## src/rtl/bp_me_wormhole_packet_decode_lce_req.sv

```systemverilog
// bp_me_wormhole_packet_decode_lce_req
// CCE-side receiver for LCE request wormhole packets.
// Reassembles a packet flit by flit into a single buffer, then presents the
// BedRock LCE request header and payload as one valid/yumi message.
// The buffer holds one packet only; the next packet is refused until the
// current message is taken.
module bp_me_wormhole_packet_decode_lce_req #(
  parameter int flit_width_p    = 64,
  parameter int cord_width_p    = 7,
  parameter int cid_width_p     = 2,
  parameter int len_width_p     = 4,
  parameter int msg_hdr_width_p = 107,
  parameter int data_width_p    = 512
) (
  input  logic                       clk_i,
  input  logic                       reset_i,
  input  logic [flit_width_p-1:0]    link_data_i,
  input  logic                       link_v_i,
  output logic                       link_ready_and_o,
  output logic [msg_hdr_width_p-1:0] msg_hdr_o,
  output logic [data_width_p-1:0]    data_o,
  output logic                       v_o,
  input  logic                       yumi_i
);

  // Packed image layout, LSB first: cord, cid, len, msg_hdr, data
  localparam int len_off_lp   = cord_width_p + cid_width_p;
  localparam int hdr_off_lp   = len_off_lp + len_width_p;
  localparam int wh_hdr_lp    = hdr_off_lp + msg_hdr_width_p;
  localparam int max_len_lp   = ((wh_hdr_lp + data_width_p + flit_width_p - 1) / flit_width_p) - 1;
  localparam int buf_width_lp = (max_len_lp + 1) * flit_width_p;

  typedef enum logic [1:0] {
    e_ready,
    e_collect,
    e_output
  } state_e;

  state_e                   r_state;
  logic [len_width_p-1:0]   r_cnt;
  logic [len_width_p-1:0]   r_len;
  logic [buf_width_lp-1:0]  r_buf;

  logic                     w_xfer;
  logic [len_width_p-1:0]   w_len_in;

  // The cord/cid fields and the pad above the payload are stored with their
  // flits but never read out; this tap marks them as intentionally unread.
  logic [buf_width_lp-1:0]  w_buf_unused;

  assign w_xfer       = link_v_i & link_ready_and_o;
  assign w_len_in     = link_data_i[len_off_lp +: len_width_p];
  assign w_buf_unused = r_buf;

  // Handshake outputs come straight from the state register
  assign link_ready_and_o = (r_state != e_output);
  assign v_o              = (r_state == e_output);

  // Message fields are fixed slices of the reassembled image
  assign msg_hdr_o = r_buf[hdr_off_lp +: msg_hdr_width_p];
  assign data_o    = r_buf[wh_hdr_lp +: data_width_p];

  // Packet FSM: capture the head flit, collect body flits, hold until yumi
  always_ff @(posedge clk_i) begin
    if (reset_i) begin
      r_state <= e_ready;
      r_cnt   <= '0;
      r_len   <= '0;
      r_buf   <= '0;
    end else begin
      case (r_state)
        e_ready: begin
          if (w_xfer) begin
            r_buf <= {{(buf_width_lp - flit_width_p){1'b0}}, link_data_i};
            r_len <= w_len_in;
            if (w_len_in == '0) begin
              r_cnt   <= '0;
              r_state <= e_output;
            end else begin
              r_cnt   <= len_width_p'(1);
              r_state <= e_collect;
            end
          end
        end
        e_collect: begin
          if (w_xfer) begin
            for (int k = 1; k <= max_len_lp; k++) begin
              if (r_cnt == len_width_p'(k)) begin
                r_buf[k*flit_width_p +: flit_width_p] <= link_data_i;
              end
            end
            if (r_cnt == r_len) begin
              r_cnt   <= '0;
              r_state <= e_output;
            end else begin
              r_cnt   <= r_cnt + len_width_p'(1);
            end
          end
        end
        e_output: begin
          if (yumi_i) begin
            r_state <= e_ready;
          end
        end
        default: begin
          r_state <= e_ready;
        end
      endcase
    end
  end

  // Flag packets longer than the buffer (excess flits are dropped) and
  // yumi pulses that arrive with no message to take
  always_ff @(posedge clk_i) begin
    if (!reset_i) begin
      if (w_xfer && (r_state == e_ready)) begin
        assert (int'(w_len_in) <= max_len_lp);
      end
      assert (!(yumi_i && !v_o));
    end
  end

endmodule

```

## config.mk

```make
export PLATFORM = sky130hd
export DESIGN_NAME = bp_me_wormhole_packet_decode_lce_req
export DESIGN_NICKNAME = d
export VERILOG_FILES = /design/src/rtl/bp_me_wormhole_packet_decode_lce_req.sv
export SDC_FILE = /design/constraint.sdc
export NUM_CORES = 1
export LEC_CHECK = 0
export CORE_UTILIZATION = 24
export DETAILED_ROUTE_END_ITERATION = 8
export HOLD_SLACK_MARGIN = 0.03
export PLACE_DENSITY = 0.49
export SLEW_MARGIN = 20
export SYNTH_ARGS = -nofsm -noshare
export SYNTH_HDL_FRONTEND = slang
export SYNTH_SLANG_ARGS = --single-unit
```

## constraint.sdc

```tcl
create_clock -name clk_i -period 3.2 [get_ports clk_i]
set_input_delay 0.32 -clock clk_i [delete_from_list [all_inputs] [get_ports clk_i]]
set_output_delay 0.32 -clock clk_i [all_outputs]
set_load 0.01 [all_outputs]
```

Yosys cells after proc, flatten, opt, wreduce, memory -nomap -nowiden
Index checks and enable logic that the tools add are counted.
- register bits: 642
- bits in latches: 0
- memory bits (writable): 0
- bits in read-only memories: 0
- bits of input ports: 68
- output and inout port bits: 621
- logic and storage cells: 79
- memories kept: 0
- add/sub/neg operators: 1
- multipliers: 0
- div/mod/pow operators: 0
- $lt $le $gt $ge: 0
- eq/ne operators: 26
- shifts and indexed selects: 0
- mux-type cells: 23
- bitwise operators: 1
- reductions and logical operators: 15
- operators by type and width (kind ; number):
    one-hot mux 568 bit (2 select lines) ; 1
    two-way mux 632 bit ; 1
    two-way mux 568 bit ; 1
    two-way mux 64 bit ; 8
    two-way mux 56 bit ; 1
    AND reduction 4 bit ; 10
    inequality test 2 bit, second input constant ; 13
    equality test 4 x 3 -> 1 bit, second input constant ; 4
    two-way mux 4 bit ; 3
    two-way mux 2 bit ; 5
    equality test 4 x 2 -> 1 bit, second input constant ; 2
    equality test 4 bit, second input constant ; 2
    one-hot mux 4 bit (2 select lines) ; 1
    one-hot mux 2 bit (3 select lines) ; 1
    adder 4 x 1 -> 4 bit, second input constant ; 1
    equality test 4 x 1 -> 1 bit, second input constant ; 1
    equality test 4 bit ; 1
    logical NOT 4 bit ; 1
    AND reduction 3 bit ; 1
    equality test 2 x 1 -> 1 bit, second input constant ; 1
    equality test 2 bit, second input constant ; 1
    logical NOT 2 bit ; 1
    inequality test 2 x 1 -> 1 bit, second input constant ; 1
    AND reduction 2 bit ; 1
    other kinds (3) ; 3

Logic depth before layout (Yosys ltp)
- depth after elaboration: 4
- gate-level depth with buffers: 8

Worst setup path before layout
Ideal clock, no wire load.
- kind: register -> register
- start point: reg r_cnt[1]
- end point: reg r_buf[195]
- library setup time: 0.132 ns
- arrival: 1.612 ns
- slack: 1.456 ns
- stages on the path, launching flop included: 8
- buffers on the path: 2
- path through: dfxtp_1 ha_1 or3b_1 a21o_1 buf_2 buf_2 nand2_1 a21oi_1
- cells in the longest elaborated chain, start to end: 3
- RTL lines (element ; RTL line ; text):
    start: declaration ; 40 ; logic [len_width_p-1:0] r_cnt;
    start signal: assignment ; 80 ; r_cnt <= len_width_p'(1);
    start signal: assignment ; 96 ; r_cnt <= r_cnt + len_width_p'(1);
    equality test 4 x 2 -> 1 bit ; 88 ; if (r_cnt == len_width_p'(k)) begin
    inequality test 2 bit (no source line) ; n/a ;
    AND reduction 4 bit (no source line) ; n/a ;
    end signal: assignment ; 74 ; r_buf <= {{(buf_width_lp - flit_width_p){1'b0}}, link_data_i};
    end signal: indexed assignment ; 89 ; r_buf[k*flit_width_p +: flit_width_p] <= link_data_i;
    end: declaration ; 42 ; logic [buf_width_lp-1:0] r_buf;
No other way between the ends.
A chain may end at the register's enable or synchronous reset.

Worst setup path after layout
- start point: reg r_state[0]
- end point: out link_ready_and_o
- cells in the longest elaborated chain, start to end: 1
- RTL lines (element ; RTL line ; text):
    start: declaration ; 39 ; state_e r_state;
    start signal: assignment ; 66 ; r_state <= e_ready;
    start signal: assignment ; 78 ; r_state <= e_output;
    start signal: assignment ; 81 ; r_state <= e_collect;
    inequality test 2 bit ; 56 ; assign link_ready_and_o = (r_state != e_output);
    end: declaration ; 19 ; output logic link_ready_and_o,
No other way between the ends.

==> impl_metrics.py <==
metrics = {
    "cells_and_area": {
        "final_cell_mix": "nand2_1 (1250), clkdlybuf4s50_1 (687), dfxtp_1 (629), a21oi_1 (625), clkbuf_16 (78)",
        "fin_util_pct": 29.7,
        "fillers": 11988,
        "drive_gt1_share_pct": 5.86,
        "final_cell_area_um2": 33500,
        "fin_nets": 3527,
        "final_common_cell": "nand2_1",
        "area_delta_synth_final_pct": 22.3,
        "regArea_um2": 12600,
        "multi_input_area_um2": 8830,
    },
    "sta": {
        "finClkSkew_ns": 0.0202,
        "fin_setup_tns_ns": 0,
        "whs_ns": 0.190,
        "finalCriticalPeriod_ns": 2.59,
        "slew_headroom_pct": 45.8,
        "maxSlewViolCount": 0,
        "setup_viol": 0,
        "rsz0062_at_grt": "no",
        "worst_pin_slew_ns": 0.812,
        "max_freq_mhz": 386,
        "hold_viol_final": 0,
        "period_share_pct": 80.9,
    },
    "floorplanning": {
        "dieArea_um2": 115000,
        "die_w_um": 340,
        "num_io_pins": 689,
        "rows": 123,
        "design.core.area_um2": 113000,
        "start_util_pct": 24.3,
        "die_h_um": 340,
    },
    "pwr": {
        "p_int_uw": 15400,
        "switchingPower_uw": 7340,
        "combPwrFrac_pct": 23.1,
        "clkPwrFrac_pct": 38.5,
        "power.density_nw_per_um2": 678,
        "swShare_pct": 32.3,
        "seqPwrFrac_pct": 38.3,
        "ir_drop_mv": 0.335,
        "leakagePower_uw": 0.0111,
    },
    "critical_path": {
        "cp.arrival_ns": 2.27,
        "critical_path.slowest_cell": "clkdlybuf4s50_1",
        "cp-end-kind": "primary output",
        "rrSetupSlack_ns": 0.90,
        "reg2reg_depth": 5,
        "r2r_end": "r_buf[91]$_SDFFE_PP0P_",
        "path_class": "flip-flop to primary output",
        "start_kind": "flip-flop",
        "r2r-start": "r_state[1]$_SDFFE_PP0P_",
        "path_cells": "buf_4 -> nand2b_1 -> clkdlybuf4s50_1",
        "crit_path_max_fanout": 23,
        "path_buf_inv": 2,
        "cpPeakStageDelay_ns": 0.59,
        "required_ns": 2.88,
        "path_delay_family": "buffers and inverters",
    },
    "detailed_routing": {
        "vias": 21271,
        "drtAntennaViolNets": 0,
        "viasPerCell": 4.24,
        "drc_errors": 0,
        "routedWlPerCell_um": 20.9,
        "first_pass_iters": 5,
        "drtIter0Drc": 1250,
        "postRouteWirelength_mm": 105,
    },
    "placed_design": {
        "placedInstanceArea_um2": 30900,
        "dp_hpwl_mm": 70.7,
        "gp_congestion": 0.766,
        "io_buffers": 688,
    },
    "grt": {
        "overflow": 0,
        "track_usage_pct": 17.5,
        "grt_max_degree": 82,
        "grt_pass1_vias": 19932,
        "antenna_found_initial": 8,
        "grt_pass1_wl_mm": 148,
    },
    "flow_run": {
        "cap_violations": 0,
    },
    "logic_synthesis": {
        "mappedNetlistArea_um2": 27400,
        "syn_inst": 3523,
        "synth_cell_type_count": 36,
        "ys_async_sr_fraction_pct": 0,
        "synth_fp_nets": 3595,
        "synth_flop_cell": "dfxtp_1",
        "synth_edf_count": 0,
        "syn_area_per_cell_um2": 7.77,
        "ys_ff_latch": 629,
        "seq_area_frac_synth_pct": 46.0,
        "yosysWarningCount": 0,
    },
    "cts": {
        "htree_num_levels": 3,
        "clock_latency_ns": 0.63,
        "clk_path_buf_depth": 3,
        "cts_tree": "yes",
        "post-cts-setup-buffers": 0,
        "cts_hold_buf": 0,
        "clock-sinks": 629,
        "cts.repair.resized": 0,
        "path_clk_slew_ns": 0.06,
        "numCtsBuffers": 75,
        "cts_root_buf": "clkbuf_16",
    },
    "hold_path": {
        "hold_end": "r_buf[39]$_SDFFE_PP0P_",
        "min-delay-start": "reset_i",
        "hold_path_class": "primary input to flip-flop",
        "hold_depth": 2,
    },
    "run_status": {
        "status": "finished clean",
    },
}
## layer usage
layer,GRT usage [%],vias up,routed length [µm]
li1,-,10360,-
met1,21.6,10108,44400
met2,29.1,676,49600
met3,5.08,121,7960
met4,5.53,6,2700
met5,0,-,39
## worst max-delay path by stage
stage / startpoint / end / slack (ns) / depth (start not counted)
after floorplan: r_cnt[1]$_SDFFE_PP0P_ / r_buf[195]$_SDFFE_PP0P_ / 1.46 / 7
after global placement: link_v_i / r_buf[291]$_SDFFE_PP0P_ / 0.66 / 7
after detailed placement: link_v_i / r_buf[294]$_SDFFE_PP0P_ / 0.61 / 7
after CTS: r_state[0]$_SDFFE_PP0P_ / link_ready_and_o / 0.55 / 3
after global routing: r_state[0]$_SDFFE_PP0P_ / link_ready_and_o / 0.51 / 3
final: r_state[0]$_SDFFE_PP0P_ / link_ready_and_o / 0.61 / 3
## registers in the layout, summed over array words and instances (netlist names)
name	flops
r_buf	620
r_state	2
r_len	3
r_cnt	4
## final cells by class
class,count,area share (%)
clock buffers,117,6.99
inverters,3,0.0336
clock inverters,19,0.568
repair buffers,749,22.8
well taps,1500,5.61
diodes,2,0.0150
multi-input cells,1997,26.4
flip-flops and latches,629,37.6
## Yosys cell counts, types with 2 or more instances
cell type | n | share of area [%]
or3b_1 | 3 | 0.096
xor2_1 | 4 | 0.13
clkbuf_1 | 85 | 1.2
a211oi_1 | 2 | 0.055
and2_1 | 64 | 1.5
nand2_1 | 1250 | 17
nand3b_1 | 6 | 0.16
nand3_1 | 2 | 0.037
a21oi_4 | 8 | 0.48
a21o_1 | 9 | 0.25
buf_2 | 151 | 2.8
a21oi_1 | 625 | 11
dfxtp_1 | 629 | 46
ha_1 | 4 | 0.18
inv_1 | 3 | 0.041
buf_1 | 8 | 0.11
nand2b_1 | 3 | 0.069
nor3_1 | 2 | 0.037
buf_6 | 7 | 0.29
buf_4 | 642 | 18
## metrics by stage
stage / power (µW) / cells / setup slack [ns]
2_1_floorplan: 12000 / 3523 / 1.46
3_3_place_gp: 14200 / 4878 / 0.660
3_5_place_dp: 14200 / 4878 / 0.608
4_1_cts: 23100 / 5014 / 0.551
5_1_grt: 23700 / 5016 / 0.506
6_report: 22700 / 5016 / 0.611
## power groups by stage
stage	Clock, µW	Combinational (µW)	Sequential, µW
3_5_place_dp	0	5370	8870
3_3_place_gp	0	5370	8860
2_1_floorplan	0	3260	8790
6_report	8750	5250	8710
4_1_cts	9000	5380	8710
5_1_grt	9290	5650	8770
## cells by family (layout without fill, tap and decap cells)
logic type / count (synthesis) / after routing / share of synthesized area [%]
DFF: 629 / 629 / 46.0
and+or+nand+nor: 1338 / 1338 / 19.2
xor gates and xnor gates: 4 / 4 / 0.128
buffers and inverters: 897 / 888 / 22.0
adders and majority gates: 4 / 4 / 0.183
other: 0 / 2 / 0
muxes: 1 / 1 / 0.0366
AOI/OAI and AO/OA: 650 / 650 / 12.4
(Power assumes the default switching activity.)
